<file path="src/rtl/sync_fifo_fwft_flags_if.sv">
// Handshake, data and status bundle of the FWFT FIFO.
// The producer/consumer side uses master; the FIFO uses slave.
interface sync_fifo_fwft_flags_if #(
  parameter int DATA_WIDTH = 8,
  parameter int CW         = 4
);
  logic                  i_clr;
  logic                  i_wr_en;
  logic [DATA_WIDTH-1:0] i_wr_data;
  logic                  o_full;
  logic                  i_rd_en;
  logic [DATA_WIDTH-1:0] o_rd_data;
  logic                  o_empty;
  logic [CW-1:0]         o_count;
  logic [CW-1:0]         i_afull_thresh;
  logic [CW-1:0]         i_aempty_thresh;
  logic                  o_almost_full;
  logic                  o_almost_empty;
  logic                  o_overflow;
  logic                  o_underflow;

  modport master (
    output i_clr, i_wr_en, i_wr_data, i_rd_en, i_afull_thresh, i_aempty_thresh,
    input  o_full, o_rd_data, o_empty, o_count, o_almost_full, o_almost_empty,
           o_overflow, o_underflow
  );

  modport slave (
    input  i_clr, i_wr_en, i_wr_data, i_rd_en, i_afull_thresh, i_aempty_thresh,
    output o_full, o_rd_data, o_empty, o_count, o_almost_full, o_almost_empty,
           o_overflow, o_underflow
  );
endinterface

</file>
<file path="src/rtl/sync_fifo_fwft_flags.sv">
// Single-clock first-word-fall-through FIFO with fill level, almost flags and
// sticky overflow/underflow; any DEPTH >= 2, optional registered output stage.
module sync_fifo_fwft_flags #(
  parameter int DATA_WIDTH = 8,
  parameter int DEPTH      = 8,
  parameter int OUTPUT_REG = 1,
  parameter int CW         = $clog2(DEPTH + 1)
) (
  input logic                   clk,
  input logic                   rst_n,
  sync_fifo_fwft_flags_if.slave bus
);
  // With the output register enabled it holds one of the DEPTH entries.
  localparam int SD = (OUTPUT_REG != 0) ? DEPTH - 1 : DEPTH;
  localparam int PW = (SD > 1) ? $clog2(SD) : 1;
  localparam logic [CW-1:0] FULL_CNT = CW'(DEPTH);

  logic [DATA_WIDTH-1:0] mem [SD];
  logic [PW-1:0]         wptr;
  logic [PW-1:0]         rptr;
  logic [CW-1:0]         count;
  logic [CW-1:0]         count_nxt;
  logic                  empty;
  logic                  full;
  logic                  wr_acc;
  logic                  rd_acc;
  logic                  mem_pop;
  logic                  overflow;
  logic                  underflow;

  function automatic logic [PW-1:0] ptr_inc(input logic [PW-1:0] p);
    if (int'(p) == SD - 1) return '0;
    return p + 1'b1;
  endfunction

  assign full   = (count == FULL_CNT);
  assign wr_acc = bus.i_wr_en && !full && !bus.i_clr;
  assign rd_acc = bus.i_rd_en && !empty && !bus.i_clr;

  always_comb begin
    count_nxt = count;
    if (bus.i_clr)              count_nxt = '0;
    else if (wr_acc && !rd_acc) count_nxt = count + 1'b1;
    else if (rd_acc && !wr_acc) count_nxt = count - 1'b1;
  end

  always_ff @(posedge clk or negedge rst_n) begin
    if (!rst_n) begin
      count     <= '0;
      wptr      <= '0;
      rptr      <= '0;
      overflow  <= 1'b0;
      underflow <= 1'b0;
    end else begin
      count <= count_nxt;
      if (bus.i_clr) begin
        wptr      <= '0;
        rptr      <= '0;
        overflow  <= 1'b0;
        underflow <= 1'b0;
      end else begin
        if (wr_acc)                 wptr      <= ptr_inc(wptr);
        if (mem_pop)                rptr      <= ptr_inc(rptr);
        if (bus.i_wr_en && full)    overflow  <= 1'b1;
        if (bus.i_rd_en && empty)   underflow <= 1'b1;
      end
    end
  end

  always_ff @(posedge clk) begin
    if (wr_acc) mem[wptr] <= bus.i_wr_data;
  end

  if (OUTPUT_REG != 0) begin : g_oreg
    logic                  vld_p1;
    logic [DATA_WIDTH-1:0] data_p1;
    logic [CW-1:0]         stored;
    logic                  load;

    // Refill the output stage whenever it is free or being popped this cycle.
    assign stored  = count - CW'(vld_p1);
    assign load    = (!vld_p1 || rd_acc) && (stored != '0) && !bus.i_clr;
    assign mem_pop = load;
    assign empty   = !vld_p1;

    // Output stage boundary
    always_ff @(posedge clk or negedge rst_n) begin
      if (!rst_n)          vld_p1 <= 1'b0;
      else if (bus.i_clr)  vld_p1 <= 1'b0;
      else if (load)       vld_p1 <= 1'b1;
      else if (rd_acc)     vld_p1 <= 1'b0;
    end

    always_ff @(posedge clk) begin
      if (load) data_p1 <= mem[rptr];
    end

    assign bus.o_rd_data = vld_p1 ? data_p1 : '0;
  end else begin : g_direct
    assign empty         = (count == '0);
    assign mem_pop       = rd_acc;
    assign bus.o_rd_data = empty ? '0 : mem[rptr];
  end

  assign bus.o_full         = full;
  assign bus.o_empty        = empty;
  assign bus.o_count        = count;
  assign bus.o_almost_full  = (count >= bus.i_afull_thresh);
  assign bus.o_almost_empty = (count <= bus.i_aempty_thresh);
  assign bus.o_overflow     = overflow;
  assign bus.o_underflow    = underflow;
endmodule

</file>
<file path="src/flat_wrapper.sv">
// flat-port wrapper written by rule: the top's interface ports become plain ports
module sync_fifo_fwft_flags_flat 
#(
  parameter int DATA_WIDTH = 8,
  parameter int DEPTH      = 8,
  parameter int OUTPUT_REG = 1,
  parameter int CW         = $clog2(DEPTH + 1)
)
  (clk, rst_n, bus_i_clr, bus_i_wr_en, bus_i_wr_data, bus_i_rd_en, bus_i_afull_thresh, bus_i_aempty_thresh, bus_o_full, bus_o_rd_data, bus_o_empty, bus_o_count, bus_o_almost_full, bus_o_almost_empty, bus_o_overflow, bus_o_underflow);
  sync_fifo_fwft_flags_if #(.DATA_WIDTH(DATA_WIDTH), .CW(CW)) bus_i ();
  input logic clk;
  input logic rst_n;
  input wire logic [$bits(bus_i.i_clr)-1:0] bus_i_clr;
  input wire logic [$bits(bus_i.i_wr_en)-1:0] bus_i_wr_en;
  input wire logic [$bits(bus_i.i_wr_data)-1:0] bus_i_wr_data;
  input wire logic [$bits(bus_i.i_rd_en)-1:0] bus_i_rd_en;
  input wire logic [$bits(bus_i.i_afull_thresh)-1:0] bus_i_afull_thresh;
  input wire logic [$bits(bus_i.i_aempty_thresh)-1:0] bus_i_aempty_thresh;
  output wire logic [$bits(bus_i.o_full)-1:0] bus_o_full;
  output wire logic [$bits(bus_i.o_rd_data)-1:0] bus_o_rd_data;
  output wire logic [$bits(bus_i.o_empty)-1:0] bus_o_empty;
  output wire logic [$bits(bus_i.o_count)-1:0] bus_o_count;
  output wire logic [$bits(bus_i.o_almost_full)-1:0] bus_o_almost_full;
  output wire logic [$bits(bus_i.o_almost_empty)-1:0] bus_o_almost_empty;
  output wire logic [$bits(bus_i.o_overflow)-1:0] bus_o_overflow;
  output wire logic [$bits(bus_i.o_underflow)-1:0] bus_o_underflow;
  assign bus_i.i_clr = bus_i_clr;
  assign bus_i.i_wr_en = bus_i_wr_en;
  assign bus_i.i_wr_data = bus_i_wr_data;
  assign bus_i.i_rd_en = bus_i_rd_en;
  assign bus_i.i_afull_thresh = bus_i_afull_thresh;
  assign bus_i.i_aempty_thresh = bus_i_aempty_thresh;
  assign bus_o_full = bus_i.o_full;
  assign bus_o_rd_data = bus_i.o_rd_data;
  assign bus_o_empty = bus_i.o_empty;
  assign bus_o_count = bus_i.o_count;
  assign bus_o_almost_full = bus_i.o_almost_full;
  assign bus_o_almost_empty = bus_i.o_almost_empty;
  assign bus_o_overflow = bus_i.o_overflow;
  assign bus_o_underflow = bus_i.o_underflow;
  sync_fifo_fwft_flags #(.DATA_WIDTH(DATA_WIDTH), .DEPTH(DEPTH), .OUTPUT_REG(OUTPUT_REG), .CW(CW)) u_core (.clk(clk), .rst_n(rst_n), .bus(bus_i));
endmodule
</file>
<file path="config.mk">
export PLATFORM = sky130hd
export DESIGN_NAME = sync_fifo_fwft_flags_flat
export DESIGN_NICKNAME = d
export VERILOG_FILES = /design/src/rtl/sync_fifo_fwft_flags_if.sv /design/src/rtl/sync_fifo_fwft_flags.sv /design/src/flat_wrapper.sv
export SDC_FILE = /design/constraint.sdc
export NUM_CORES = 1
export LEC_CHECK = 0
export CAP_MARGIN = 20
export CELL_PAD_IN_SITES_DETAIL_PLACEMENT = 0
export CELL_PAD_IN_SITES_GLOBAL_PLACEMENT = 2
export CORE_MARGIN = 2
export CORE_UTILIZATION = 43
export DETAILED_ROUTE_END_ITERATION = 8
export GPL_ROUTABILITY_DRIVEN = 1
export PLACE_DENSITY_LB_ADDON = 0.1
export REMOVE_ABC_BUFFERS = 1
export SLEW_MARGIN = 10
export SYNTH_ARGS = -nofsm -noshare
export SYNTH_HDL_FRONTEND = slang
export SYNTH_SLANG_ARGS = --single-unit
</file>
<file path="constraint.sdc">
create_clock -name clk -period 5.9 [get_ports clk]
set_clock_uncertainty 0.05 [all_clocks]
set_input_delay 0.59 -clock clk [delete_from_list [all_inputs] [get_ports clk]]
set_output_delay 0.59 -clock clk [all_outputs]
set_load 0.005 [all_outputs]
</file>
==> metrics.md, run 1 <==
| Metric | Value |
|---|---|
| Status | finished clean |
| Initial Utilization | 44.6% |
| Sequential-to-total area share from yosys stat | 64.8% |
| Final Non-Filler Cells | 391 |
| RSZ-0062 raised after global routing | no |
| Final setup violation count | 0 |
| Cts repair resizes | 0 |
| Initial antenna violation count | 0 |
| Drt drc | 0 |
| Cts bufs inserted | 9 |
| Synth area leader | edfxtp_1 |
| Final wirelength | 6480 um |
| Number of buffers added on ports | 38 |
| Dpl ws | 2.45 ns |
| Ranking of synthesized cells by area | edfxtp_1 55%, dfrtp_1 9.4%, mux4_2 5.2% |
| Hold worst-path end | u_core.bus.o_underflow |
| Routability congestion estimate | 0.714 |
| Synth unique cells | 40 |
| Crit-path max FO | 2 |
| Worst r2r src | u_core.bus.o_count[1] |
| Total track usage | 16.1% |
| Crit. path cell count | 8 |
| Mapped Area | 0.00347 mm2 |
| Area delta synth->final | 20.6% |
| Yosys top cell area share | 55.5% |
| First-pass GRT wire length | 10300 um |
| Post-CTS Setup Inserts | 0 |
| Grt ovf | 0 |
| Slowest CP cell | clkdlybuf4s50_1 |
| Nets@finish | 317 |
| Die height | 93.8 um |
| Syn. warnings | 0 |
| Crit-path cells | clkdlybuf4s50_1 > inv_1 > ha_1 > nor2b_1 > o21a_1 > o21a_1 > o21ai_0 > clkdlybuf4s50_1 |
| Flop-to-flop setup slack | 3.11 ns |
| Core Region | 0.00777 mm2 |
| Critical path endpoint category | output pin |
| Setup tns final | 0 ns |
| Fmax | 322 MHz |
| Antenna Nets Post-Route | 0 |
| Pre-Repair DR Iteration Count | 4 |
| Arrival time worst endpoint | 2.47 ns |
| Worst EP required | 5.26 ns |
| Share of flip-flops with an asynchronous set or reset | 16.9% |
| Root buffer cell | clkbuf_8 |
| Placed cells | 375 |
| Clk_lat worst skew | 0.34 ns |
| Cell family with most CP delay | buffers and inverters |
| TritonCTS clock tree | built |
| Number of global-route vias before repair | 1948 |
| IO Count | 39 |
| Antenna diodes | 0 |
| Register clock-pin slew on the reported worst setup and hold paths | 0.08 ns |
| Peak VDD IR | 0.000149 V |
| Max cap viols | 0 |
| Pins over their slew limit | 0 |
| # H-tree levels | 3 |
| Min-delay src | u_core.bus.o_underflow |
| Critical path buffers and inverters | 3 |
| Kind of critical path | in -> out |
| Vias/cell | 5.12 |
| Slew headroom | 34.9% |
| Hold Path Cell Cnt | 2 |
| Reg2reg path depth | 9 |
| Slowest stage delay, CP | 0.52 ns |
| Post-route minimum period | 3.11 ns |
| Worst-Margin Slew | 0.977 ns |
| Post-detail-place hpwl | 4170 um |
| Setup WS post-layout | 2.79 ns |
| Die W | 93.8 um |
| Post-Syn Instances | 241 |
| Flops & latches, synth | 77 |
| Hold Buf Count CTS | 0 |
| Initial DRC count | 80 |
| Post-synth EDFFs | 64 |
| Primary FF master, synth | edfxtp_1 |
| Die area | 0.00879 mm2 |
| Layout cells sized above 1 | 14.9% |
| Num rows | 32 |
| Lkg Pwr | 0.00149 uW |
| # clock sinks | 77 |
| Syn Area/Cell | 14.4 um2 |
| Reg-to-Reg End | u_core.bus.o_count[3] |
| Routed WL per cell | 16.6 um |
| Via count | 2000 |
| Pwr dens | 393 mW/mm2 |
| PnR Total Power | 1650 uW |
| Fin crit share | 52.7% |
| Largest net degree at the start of global routing | 30 |
| Worst-case clock buffer depth | 2 |
| Fin. Hold Viols | 0 |
| Element type at the critical path start | input port |
| Worst min-delay path category | reg -> reg |
[per-layer routing]
metal  track usage [%]  share of wire [%]
met1              23.0                 50
met2              24.3                 46
met3              2.89                2.8
met4              6.88                1.6
met5                 0                  0
[how the worst max path moves through the flow]
stage	slack (ns)	to	start
floorplan	3.39	u_core.bus.o_count[3]	u_core.bus.o_count[1]
global placement	2.49	u_core.bus.o_count[3]	bus_i_clr
detailed placement	2.45	u_core.bus.o_count[3]	bus_i_clr
CTS	2.77	bus_o_almost_empty	bus_i_aempty_thresh[1]
global route	2.59	u_core.bus.o_count[3]	bus_i_clr
finish	2.79	bus_o_almost_empty	bus_i_aempty_thresh[1]
[stage by stage]
stage,util (%),area (um2),hold slack [ns]
2_1_floorplan,-,3430,0.244
3_3_place_gp,51.0,3960,0.425
3_5_place_dp,51.0,3960,0.439
4_1_cts,53.8,4180,0.459
5_1_grt,53.8,4180,0.472
6_report,53.8,4180,0.448
[tightest hold or removal path: stages, from the launching register on]
cell     delay (ns)
dfrtp_1        0.35
a21oi_1        0.04
nor2_1         0.07
[logic make-up after synthesis]
family	Yosys count	share of synthesized area [%]
flip-flops	77	64.8
AND/OR/NAND/NOR	66	10.3
AO/OA/AOI/OAI	36	6.53
multiplexers	26	10.7
buffers and inverters	22	2.60
adder cells (fa/ha/maj)	12	4.55
XOR/XNOR	2	0.506
[cells in the final DEF, fill, tap and decap left out, types with 3 or more instances in the layout]
master,netlist,layout
a21o_1,3,3
a21oi_1,7,7
and2_1,9,9
buf_4,0,3
clkbuf_8,0,9
clkdlybuf4s50_1,0,38
dfrtp_1,13,13
edfxtp_1,64,64
ha_1,11,11
inv_1,11,11
mux2_2,8,8
mux2i_1,10,10
mux4_2,8,8
nand2_1,16,16
nand2b_1,7,7
nor2_1,12,12
nor2b_1,3,3
nor3_1,7,7
nor3b_1,3,3
o21ai_0,15,15
[where the power goes]
part           total (uW)  switching (uW)  internal, uW
Combinational         477             206           271
Sequential            726            70.6           655
Clock                 442             200           242
[state kept, by name, indices dropped and copies added, names as in the netlist]
| signal | flops |
|---|---|
| u_core.bus.o_count | 4 |
| u_core.bus.o_overflow | 1 |
| u_core.bus.o_underflow | 1 |
| u_core.g_oreg.data_p1 | 8 |
| u_core.g_oreg.vld_p1 | 1 |
| u_core.mem | 56 |
| u_core.rptr | 3 |
| u_core.wptr | 3 |
[synthesized netlist by cell type (2+ instances only)]
| master | instances |
|---|---|
| a21oi_2 | 2 |
| clkbuf_1 | 6 |
| mux4_2 | 8 |
| inv_1 | 11 |
| o21ai_0 | 15 |
| nand2_1 | 16 |
| buf_2 | 2 |
| ha_1 | 11 |
| nor2_1 | 12 |
| nor2b_1 | 3 |
| and2_1 | 9 |
| edfxtp_1 | 64 |
| a21o_1 | 3 |
| a21oi_1 | 7 |
| nor3b_1 | 3 |
| nand2b_1 | 7 |
| mux2i_1 | 10 |
| a211o_1 | 2 |
| mux2_2 | 8 |
| dfrtp_1 | 13 |
| xnor2_1 | 2 |
| nand3_1 | 2 |
| o21a_1 | 2 |
| nor3_1 | 7 |
[cell type report]
class	count	area [um2]
fill	671	3590
clock buffer	10	128
timing repair buffer	41	403
multi-input combinational	142	1130
inverter	13	53.8
clock inverter	6	93.8
tap	102	128
sequential	77	2250
(Power assumes the default switching activity.)
==> run 2, diff against run 1 <==
CORE_UTILIZATION = 36   (was 43)
clock period = 2.55 ns   (was 5.9 ns; I/O delays follow)
==> metrics.md, run 2 (synthesis gave the netlist of run 1 again) <==
| Metric | Value |
|---|---|
| Status | finished clean (unchanged) |
| Grt ovf | 0 (unchanged) |
| Critical path endpoint category | flip-flop (was output pin) |
| Drt drc | 0 (unchanged) |
| Setup tns final | 0 ns (unchanged) |
| Commonest non-fill, non-tap cell in the layout | edfxtp_1 (unchanged) |
| Pwr dens | 899 mW/mm2 (was 393 mW/mm2) |
| Core Region | 0.00928 mm2 (was 0.00777 mm2) |
| Element type at the critical path start | flip-flop (was input port) |
| Crit-path max FO | 4 (was 2) |
| Hold Buf Count CTS | 0 (unchanged) |
| Cts bufs inserted | 9 (unchanged) |
| Post-route minimum period | 2.44 ns |
| Lkg Pwr | 0.00164 uW (was 0.00149 uW) |
| Clk_lat worst skew | 0.34 ns (about the same) |
| DR WL met3 | 202 um (was 184 um) |
| Peak VDD IR | 0.000302 V (was 0.000149 V) |
| Initial antenna violation count | 0 (unchanged) |
| Slowest stage delay, CP | 0.58 ns (was 0.52 ns) |
| Met2 wire length | 3380 um (was 2980 um) |
| Initial DRC count | 127 (was 80) |
| Routability congestion estimate | 0.761 (was 0.714) |
| Initial Utilization | 37.3% (was 44.6%) |
| Area delta synth->final | 28.4% (was 20.6%) |
| Register clock-pin slew on the reported worst setup and hold paths | 0.08 ns (about the same) |
| Dpl ws | -0.0922 ns (was 2.45 ns) |
| Total track usage | 14.7% (was 16.1%) |
| Layout cells sized above 1 | 23.7% (was 14.9%) |
| Critical path buffers and inverters | 1 (was 3) |
| Worst min-delay path category | in -> async (was reg -> reg) |
| Die area | 0.0104 mm2 (was 0.00879 mm2) |
| Max cap viols | 0 (unchanged) |
| Placed cells | 425 (was 375) |
| Largest net degree at the start of global routing | 30 (unchanged) |
| # H-tree levels | 3 (unchanged) |
| Fin. Hold Viols | 0 (unchanged) |
| Worst-case clock buffer depth | 2 (unchanged) |
| Fmax | 409 MHz |
| Number of global-route vias before repair | 2060 (was 1948) |
| Vias/cell | 4.74 (was 5.12) |
| IO Count | 39 (unchanged) |
| TritonCTS clock tree | built (unchanged) |
| Antenna diodes | 0 (unchanged) |
| Final wirelength | 7060 um (was 6480 um) |
| Worst EP required | 2.73 ns (was 5.26 ns) |
| Kind of critical path | reg -> reg (was in -> out) |
| Metal1 wirelength | 3440 um (was 3210 um) |
| Final setup violation count | 0 (unchanged) |
| Most frequent cells in the layout | 64 x edfxtp_1, 36 x clkdlybuf4s50_1, 29 x buf_4, 16 x nand2_1, 15 x o21ai_0 (was 64 x edfxtp_1, 38 x clkdlybuf4s50_1, 16 x nand2_1, 15 x o21ai_0, 13 x dfrtp_1) |
| Worst r2r src | u_core.bus.o_count[0] (was u_core.bus.o_count[1]) |
| Worst-Margin Slew | 0.693 ns (was 0.977 ns) |
| Root buffer cell | clkbuf_8 (unchanged) |
| Slew headroom | 53.7% (was 34.9%) |
| Cell family with most CP delay | simple AND/OR/NAND/NOR gates (was buffers and inverters) |
| Pins over their slew limit | 0 (unchanged) |
| Setup WS post-layout | 0.108 ns (was 2.79 ns) |
| Via count | 2108 (was 2000) |
| Die W | 102 um (was 93.8 um) |
| Top Metal Used | met4 (unchanged) |
| Antenna Nets Post-Route | 0 (unchanged) |
| Final Non-Filler Cells | 445 (was 391) |
| Number of buffers added on ports | 38 (unchanged) |
| Worst Setup SP | u_core.bus.o_count[0] (was bus_i_aempty_thresh[1]) |
| Die height | 102 um (was 93.8 um) |
| Largest register FFs | 56 (unchanged) |
| Nets@finish | 344 (was 317) |
| Fill count | 868 (was 671) |
| First-pass GRT wire length | 11100 um (was 10300 um) |
| Arrival time worst endpoint | 2.62 ns (was 2.47 ns) |
| Crit-path cells | or4b_4 > clkinv_4 > nor3_2 > nand2_1 > ha_2 > nor2_1 > nor3_2 > or4b_2 > o311ai_0 (was clkdlybuf4s50_1 > inv_1 > ha_1 > nor2b_1 > o21a_1 > o21a_1 > o21ai_0 > clkdlybuf4s50_1) |
| Biggest register | u_core.mem (unchanged) |
| # clock sinks | 77 (unchanged) |
| Post-detail-place hpwl | 4700 um (was 4170 um) |
| Fin crit share | 95.8% |
| Pre-Repair DR Iteration Count | 4 (unchanged) |
| Most used cell, CP | nor3_2 |
| Routed WL per cell | 15.9 um (was 16.6 um) |
| Num rows | 35 (was 32) |
| Slowest CP cell | or4b_2 (was clkdlybuf4s50_1) |
-- run 2: cell count changes in the layout (fill, tap and decap cells not counted), moves of 2 or more --
cell / previous run / this run
buf_4: 3 / 29
clkdlybuf4s50_1: 38 / 36
dlygate4sd2_1: 0 / 2
nor3_1: 7 / 5
nor3_2: 1 / 3
-- run 2: layout make-up --
type / instances / area (um2) / share of cell area, %
multi-input cells: 142 / 1150 / 25.8
clock buffers: 10 / 128 / 2.87
inverters: 13 / 56.3 / 1.27
well taps: 129 / 161 / 3.63
clock inverters: 6 / 95.1 / 2.14
flip-flops and latches: 77 / 2250 / 50.5
repair buffers: 68 / 616 / 13.8
-- run 2: repair_timing --
item	CTS	global route
gates resized for setup	4	4
setup endpoints to repair	2	1
pin swaps	0	4
setup buffers	0	4
-- run 2: metal layers --
layer | up-vias | GRT usage, %
met5 | - | 0
met4 | 0 | 3.69
met3 | 4 | 4.04
met2 | 26 | 23.6
met1 | 1035 | 19.9
li1 | 1043 | -
-- run 2: path summary, 6_finish.rpt --
| path | endpoint | slack (ns) | depth (start not counted) |
|---|---|---|---|
| worst max register to register | u_core.bus.o_count[3] | 0.11 | 9 |
| min in group clk | u_core.bus.o_overflow | 0.46 | 2 |
| worst min-delay path | u_core.rptr[1] | 0.28 | 1 |
| worst max-delay path | u_core.bus.o_count[3] | 0.11 | 9 |
| max in group asynchronous | u_core.bus.o_count[3] | 1.73 | 1 |
| worst min register to register | u_core.bus.o_overflow | 0.46 | 2 |
-- run 2: report_power, final --
part / switching, uW / internal [uW]
Clock: 450 / 562
Sequential: 52.4 / 1520
Combinational: 654 / 766
Total: 1160 / 2850
-- run 2: metrics by stage --
step                      instance area, um2  total power, uW  hold WS (ns)  utilization, %
after floorplan                         3430             2370       -0.0906               -
after global placement                  4180             2990         0.433            45.0
after detailed placement                4180             3000         0.450            45.0
after CTS                               4400             4010         0.293            47.4
after global routing                    4450             4250         0.315            47.9
final                                   4450             4000         0.278            47.9
==> run 3, diff against run 2 <==
--- a/constraint.sdc
+++ b/constraint.sdc
@@ -4,2 +4,2 @@
 set_output_delay 0.255 -clock clk [all_outputs]
-set_load 0.005 [all_outputs]
+set_load 0.1 [all_outputs]
==> metrics.md, run 3 (synthesis gave the netlist of run 1 again) <==
| Metric | Value |
|---|---|
| Critical path endpoint category | output pin (was flip-flop) |
| Routability congestion estimate | 0.740 (was 0.761) |
| # clock sinks | 77 (unchanged) |
| Num rows | 35 (unchanged) |
| Lkg Pwr | 0.00165 uW (was 0.00164 uW) |
| Largest net degree at the start of global routing | 22 (was 30) |
| Pwr dens | 1060 mW/mm2 (was 899 mW/mm2) |
| # H-tree levels | 3 (unchanged) |
| Pins over their slew limit | 0 (unchanged) |
| Routed WL per cell | 15.9 um (about the same) |
| Fin. Hold Viols | 0 (unchanged) |
| Grt ovf | 0 (unchanged) |
| Root buffer cell | clkbuf_8 (unchanged) |
| Fin util | 47.4% (was 47.9%) |
| Initial antenna violation count | 0 (unchanged) |
| First-pass GRT wire length | 11100 um (about the same) |
| Vias/cell | 4.73 (was 4.74) |
| Worst-Margin Slew | 0.729 ns (was 0.693 ns) |
| RSZ-0062 raised after global routing | yes |
| Slew headroom | 51.4% (was 53.7%) |
| Biggest register | u_core.mem (unchanged) |
| Register clock-pin slew on the reported worst setup and hold paths | 0.08 ns (about the same) |
| Area delta synth->final | 27.0% (was 28.4%) |
| Status | finished clean (unchanged) |
| Cts bufs inserted | 9 (unchanged) |
| Initial DRC count | 85 (was 127) |
| Element type at the critical path start | flip-flop (unchanged) |
| Kind of critical path | reg -> out (was reg -> reg) |
| Antenna diodes | 0 (unchanged) |
| Total track usage | 14.7% (about the same) |
| Final Non-Filler Cells | 443 (was 445) |
| Layout cells sized above 1 | 28.0% (was 23.7%) |
| Worst-case clock buffer depth | 2 (unchanged) |
| Placed cells | 424 (was 425) |
| Most frequent cells in the layout | 64 x edfxtp_1, 43 x buf_4, 20 x clkdlybuf4s50_1, 16 x nand2_1, 14 x o21ai_0 (was 64 x edfxtp_1, 36 x clkdlybuf4s50_1, 29 x buf_4, 16 x nand2_1, 15 x o21ai_0) |
| Arrival time worst endpoint | 2.14 ns (was 2.62 ns) |
| Die area | 0.0104 mm2 (unchanged) |
| Max cap viols | 0 (unchanged) |
| Final setup violation count | 0 (unchanged) |
| Fmax | 410 MHz (was 409 MHz) |
| PnR Total Power | 4660 uW (was 4000 uW) |
| Nets@finish | 342 (was 344) |
| Core Region | 0.00928 mm2 (unchanged) |
| Commonest non-fill, non-tap cell in the layout | edfxtp_1 (unchanged) |
| Worst min-delay path category | in -> async (unchanged) |
| IO Count | 39 (unchanged) |
| Die height | 102 um (unchanged) |
| Initial Utilization | 37.3% (unchanged) |
| Number of global-route vias before repair | 2084 (was 2060) |
| Die W | 102 um (unchanged) |
| TritonCTS clock tree | built (unchanged) |
| Clk_lat worst skew | 0.34 ns (about the same) |
| Post-route minimum period | 2.44 ns (about the same) |
| Number of buffers added on ports | 38 (unchanged) |
| Worst EP required | 2.25 ns (was 2.73 ns) |
| Largest register FFs | 56 (unchanged) |
| Via count | 2094 (was 2108) |
| Peak VDD IR | 0.000396 V (was 0.000302 V) |
| Antenna Nets Post-Route | 0 (unchanged) |
| Drt drc | 0 (unchanged) |
| Pre-Repair DR Iteration Count | 5 (was 4) |
| Post-detail-place hpwl | 4680 um (was 4700 um) |
| Final wirelength | 7060 um (about the same) |
| Fin crit share | 95.7% (was 95.8%) |
| Crit-path max FO | 5 (was 4) |
run 3: changes by cell type in the layout (fill, tap and decap cells not counted), sizes merged:
| cell | previous run | this run |
|---|---|---|
| buf | 30 | 46 |
| clkdlybuf4s50 | 36 | 20 |
| clkinvlp | 0 | 3 |
| inv | 14 | 11 |
| dlygate4sd2 | 2 | 0 |
run 3: worst paths after layout:
path	start	endpoint	slack, ns	cells after the start
worst max register to register	u_core.bus.o_count[1]	u_core.bus.o_count[3]	0.13	9
worst max-delay path	u_core.bus.o_count[0]	bus_o_almost_full	0.11	8
min in group clk	u_core.bus.o_overflow	u_core.bus.o_overflow	0.45	2
worst min register to register	u_core.bus.o_overflow	u_core.bus.o_overflow	0.45	2
max in group asynchronous	rst_n	u_core.bus.o_count[0]	1.73	1
worst min-delay path	rst_n	u_core.rptr[2]	0.27	1
run 3: per-layer routing:
layer / GRT usage [%] / share of wire, %
met1: 18.7 / 46
met2: 24.8 / 49
met3: 3.69 / 3.6
met4: 4.62 / 1.3
met5: 0 / 0
run 3: what timing repair did:
| item | in CTS | in global routing |
|---|---|---|
| buffers inserted | 0 | 3 |
| gates resized for setup | 0 | 4 |
| endpoints found under the setup margin | 0 | 3 |
| hold buffers | 0 | 0 |
run 3: power by group:
part | leakage (uW) | internal (uW) | switching [uW]
Combinational | 0.000793 | 759 | 1310
Sequential | 0.000754 | 1520 | 86.0
Clock | 0.000100 | 550 | 437
Total | 0.00165 | 2830 | 1830
run 3: cell type report:
class | count | area (um2)
multi-input cells | 142 | 1140
clock inverters | 6 | 87.6
inverters | 13 | 57.6
clock buffers | 10 | 128
repair buffers | 66 | 583
well taps | 129 | 161
fillers | 846 | 4880
flip-flops and latches | 77 | 2250
run 3: critical path, stage by stage, from the launching register on:
cell and delay (ns):
dfrtp_1 0.36, buf_4 0.16, clkinvlp_4 0.13, ha_1 0.30
nand2b_1 0.14, a21o_1 0.17, a21o_1 0.17, a21o_1 0.20
buf_12 0.17
run 3: metrics by stage:
stage | area [um2] | worst slack [ns] | TNS [ns] | hold slack, ns
floorplan | 3430 | -1.68 | -23.00 | -0.0906
global placement | 4150 | -0.00724 | -0.00724 | 0.436
detailed placement | 4150 | -0.111 | -0.111 | 0.442
CTS | 4370 | 0.0182 | 0 | 0.289
global route | 4400 | -0.0182 | -0.0245 | 0.309
finish | 4400 | 0.110 | 0 | 0.270
==> RTL change 1: new RTL, settings of run 2 <==
`DEPTH` is set to 8 in 2 places; all go to 32.
--- a/src/rtl/sync_fifo_fwft_flags.sv
+++ b/src/rtl/sync_fifo_fwft_flags.sv
@@ -2,7 +2,7 @@
 // sticky overflow/underflow; any DEPTH >= 2, optional registered output stage.
 module sync_fifo_fwft_flags #(
   parameter int DATA_WIDTH = 8,
-  parameter int DEPTH      = 8,
+  parameter int DEPTH      = 32,
   parameter int OUTPUT_REG = 1,
   parameter int CW         = $clog2(DEPTH + 1)
 ) (
--- a/src/flat_wrapper.sv
+++ b/src/flat_wrapper.sv
@@ -2,7 +2,7 @@
 module sync_fifo_fwft_flags_flat 
 #(
   parameter int DATA_WIDTH = 8,
-  parameter int DEPTH      = 8,
+  parameter int DEPTH      = 32,
   parameter int OUTPUT_REG = 1,
   parameter int CW         = $clog2(DEPTH + 1)
 )
Interface: changed (resized bus_i_aempty_thresh, bus_i_afull_thresh and bus_o_count); port bits go from 39 to 45. No check against the original RTL was run, so the function may have changed too.
==> RTL change 1 against run 2 <==
- sequential cell count increased by 198
- worst setup slack got worse by 0.0027 ns
- routed wire length increased to 3.9 times the old value
- die area increased to 3.2 times the old value
- area after synthesis increased to 3.3 times the old value
- cell count increased to 2.8 times the old value
- final area increased to 3.2 times the old value
- non-clock buffer count increased by 73
- total power increased to 3.2 times the old value
- critical endpoint is now bus_o_full
- highest routed layer unchanged
==> RTL change 1: results (changes against run 2) <==
stage,metric,value,unit,change
outcome,status,"complete, no violations",,
critical_path,regToRegSetupSlack,0.13,ns,+0.02 ns
route,first_iter_violations,461,,+260%
global_routing,met1_usage,22.0,%,+2.1 points
placement,preCtsSetupSlack,-0.280,ns,-0.188 ns
critical_path,r2r-end,u_core.bus.o_count[5]$_DFFE_PN0P_,,
placement,port_buffers,44,,+16%
yosys,synth_cell_types,51,,+28%
timing,tightestPinTransition,0.590,ns,-0.103 ns
global_routing,grt_pass1_wl,41.4,mm,+270%
yosys,avgSynthCellArea,16.9,µm²,+18%
layout,utilization,44.5,%,-3.5 points
cts,clockBufferDepth,3,,+1
yosys,synth_mux_area_share,11.9,%,+1.3 points
yosys,synth_area_leaders,"edfxtp_1 66%, mux4_2 9.0%, dfrtp_1 4.1%",,
cts,clk_pin_slew,0.06,ns,-0.02 ns
placement,dp.cells,1192,,+180%
route,wl_per_cell,21.8,µm,+38%
layout,fillCellCount,2790,,+220%
yosys,async_reset_ff_share,6.91,%,-10 points
layout,largest_register_ff_count,248,,+340%
yosys,synth_compound_area_share,5.56,%,-0.98 points
yosys,synth_fa_ha_area_share,2.66,%,-1.9 points
placement,dpl.hpwl,18.6,mm,+300%
pwr,p_leak,4.79,nW,+190%
critical_path,cp_slowest_stage_delay,0.51,ns,-0.07 ns
timing,fin_crit_sh,95.9,%,+0.11 points
layout,final_nets,874,,+150%
route,wl_met2,13.6,mm,+300%
route,viasPerCell,5.12,,+8.1%
global_routing,use_met3,2.86,%,-1.2 points
pwr,ir_drop,0.451,mV,+49%
critical_path,crit_slowest_cell,clkdlybuf4s50_1,,
critical_path,r2r_cells,11,,+2
critical_path,worstPathArrival,2.14,ns,-0.48 ns
route,wl_met3,1.18,mm,+480%
layout,layout-drive-gt1-share,25.6,%,+1.9 points
critical_path,rr_startpoint,u_core.bus.o_count[1]$_DFFE_PN0P_,,
critical_path,critPathTopFamily,buffers and inverters,,
placement,dpl_cell_area,13100,µm²,+210%
yosys,synth-seq-area-share,70.5,%,+5.7 points
global_routing,grt_max_degree,34,,+13%
yosys,synth_common_cells,"256 x edfxtp_1, 57 x nor2_1, 46 x mux4_2",,
global_routing,grt_pass1_vias,6749,,+230%
cts,clk_latency,0.54,ns,+0.20 ns
global_routing,track_usage,16.7,%,+2.0 points
==> RTL change 1: cell count changes after synthesis, sizes merged, moves of 7 or more <==
cell    delta
a31oi     +15
inv       +10
nor2      +46
mux4      +38
nand3     +11
edfxtp   +192
nand2     +23
a22oi      +7
mux2i     +10
buf       +17
ha        +12
a21oi     +13
==> RTL change 1: final cells by class <==
cell class | count | area share, %
Sequential cell | 275 | 58.1
Multi-Input combinational cell | 356 | 22.5
Timing Repair Buffer | 141 | 8.76
Clock buffer | 35 | 5.32
Tap cell | 402 | 3.58
Clock inverter | 18 | 1.12
Inverter | 22 | 0.605
==> RTL change 1: power breakdown <==
part           total, mW  switching [mW]  internal [mW]
combinational       3.43            1.67           1.76
sequential          5.25           0.142           5.11
clock               4.03            1.66           2.37
total               12.7            3.47           9.25
==> RTL change 1: what timing repair did <==
action                                  4_1_cts  5_1_grt
buffers inserted                              3        1
resized for setup                            16        7
pin swaps                                     5        3
endpoints found under the setup margin        2        5
==> RTL change 2: new RTL, flow settings as in run 2 <==
Made on the original files. Reset style: synchronous (`rst_n`), changed in 2 clocked blocks.
--- a/src/rtl/sync_fifo_fwft_flags.sv
+++ b/src/rtl/sync_fifo_fwft_flags.sv
@@ -44,7 +44,7 @@
     else if (rd_acc && !wr_acc) count_nxt = count - 1'b1;
   end
 
-  always_ff @(posedge clk or negedge rst_n) begin
+  always_ff @(posedge clk) begin
     if (!rst_n) begin
       count     <= '0;
       wptr      <= '0;
@@ -84,7 +84,7 @@
     assign empty   = !vld_p1;
 
     // Output stage boundary
-    always_ff @(posedge clk or negedge rst_n) begin
+    always_ff @(posedge clk) begin
       if (!rst_n)          vld_p1 <= 1'b0;
       else if (bus.i_clr)  vld_p1 <= 1'b0;
       else if (load)       vld_p1 <= 1'b1;
Formal check against the unedited RTL: differs if rst_n is asserted again (counterexample within 4 cycles, from zero or initial values and one cycle with rst_n low); with rst_n held inactive, the same outputs for 4 cycles.
==> RTL change 2 against run 2 <==
- sequential cell count stayed put
- global-route usage about the same
- sequential share of layout area up 0.21 points
- count of clock-buffer cells in the layout shrank 1
- hold slack improved by 0.14 ns
- worst setup slack improved by 0.040 ns
- final area shrank 3.2%
- area after synthesis down 1.4%
- routed wire length fell by 3.6%
- critical endpoint is now u_core.bus.o_count[3]$_SDFFE_PP0P_
- highest routed layer unchanged
Power is not compared: it rests on default switching activity, and its combinational part moved more than twofold at a synthesized area within 25%.
==> RTL change 2: results (changes against run 2) <==
stage,metric,value,unit,change
outcome,status,"complete, no violations",,
critical_path,crit_slowest_cell,or3b_1,,
placement,place_congestion,0.742,,-2.6%
layout,fillCellCount,847,,-2.4%
critical_path,cp_slowest_stage_delay,0.46,ns,-0.12 ns
placement,dpl.hpwl,4.61,mm,-2.0%
route,viasPerCell,4.67,,-1.5%
yosys,synth_area_leaders,"edfxtp_1 56%, dfxtp_1 7.6%, mux4_2 5.3%",,
yosys,synth_common_cells,"64 x edfxtp_1, 13 x dfxtp_1, 13 x inv_1, 13 x nand2_1, 13 x nor2_1",,
yosys,async_reset_ff_share,0,%,-17 points
pwr,total_power,2.57,mW,
route,wl_per_cell,15.9,µm,+0.42%
route,first_iter_violations,83,,-35%
cts,clockBufferDepth,2,,unchanged
layout,final_nets,328,,-4.7%
timing,tightestPinTransition,0.580,ns,-0.113 ns
min_path,hp-class,flip-flop to flip-flop,,
global_routing,grt_pass1_vias,1989,,-3.4%
yosys,synth_cell_types,45,,+13%
critical_path,critPathTopFamily,compound AO/OA/AOI/OAI gates,,
layout,layout-drive-gt1-share,23.8,%,+0.091 points
placement,dpl_cell_area,4120,µm²,-1.5%
layout,final_cells,427,,-4.0%
route,first_pass_iters,4,,unchanged
global_routing,track_usage,14.7,%,+0.049 points
global_routing,grt_pass1_wl,10.9,mm,-2.0%
yosys,syn_inst,232,,-3.7%
## RTL change 2: metal layers
metal  GRT usage (%)  vias up  share of wire [%]
li1                -      985                  -
met1            20.1      949                 47
met2            22.8       48                 47
met3            3.17       11                3.5
met4            6.55        0                2.0
met5               0        -                  0
## RTL change 2: final timing paths
path	start	to	cells after the start	slack, ns
setup reg to reg	u_core.bus.o_count[3]$_SDFFE_PP0P_	u_core.bus.o_count[3]$_SDFFE_PP0P_	10	0.15
setup / recovery	u_core.bus.o_count[3]$_SDFFE_PP0P_	u_core.bus.o_count[3]$_SDFFE_PP0P_	10	0.15
hold reg to reg	u_core.bus.o_underflow$_SDFFE_PP0P_	u_core.bus.o_underflow$_SDFFE_PP0P_	2	0.42
hold / removal	u_core.bus.o_underflow$_SDFFE_PP0P_	u_core.bus.o_underflow$_SDFFE_PP0P_	2	0.42
## RTL change 2: worst min-delay path: cells and delay by family, from the launching register on
kind | cells | cell delay, ns
DFF | 1 | 0.33
AOI/OAI and AO/OA | 1 | 0.04
and+or+nand+nor | 1 | 0.06
## RTL change 2: timing repair
item / in CTS / in global routing
gates resized for setup: 5 / 0
hold buffers: 0 / 0
hold endpoints to repair: 0 / 0
endpoints found under the setup margin: 2 / 0
## RTL change 2: cell type report
class	instances	area (µm²)	area share [%]
clock buffer	9	124	2.88
timing repair buffer	63	582	13.5
tap	129	161	3.75
multi-input combinational	129	1130	26.2
inverter	14	65.1	1.51
clock inverter	6	63.8	1.48
sequential	77	2180	50.7
## RTL change 2: cell families (layout without fill, tap and decap cells)
group           count (synthesis)  count (layout)  synth area share [%]
flops                          77              77                  63.9
simple gates                   54              54                  9.01
compound gates                 32              32                  6.34
mux                            27              27                  11.1
buf+inv                        26              92                  3.88
fa+ha+maj                      13              13                  4.98
xor+xnor                        3               3                 0.769
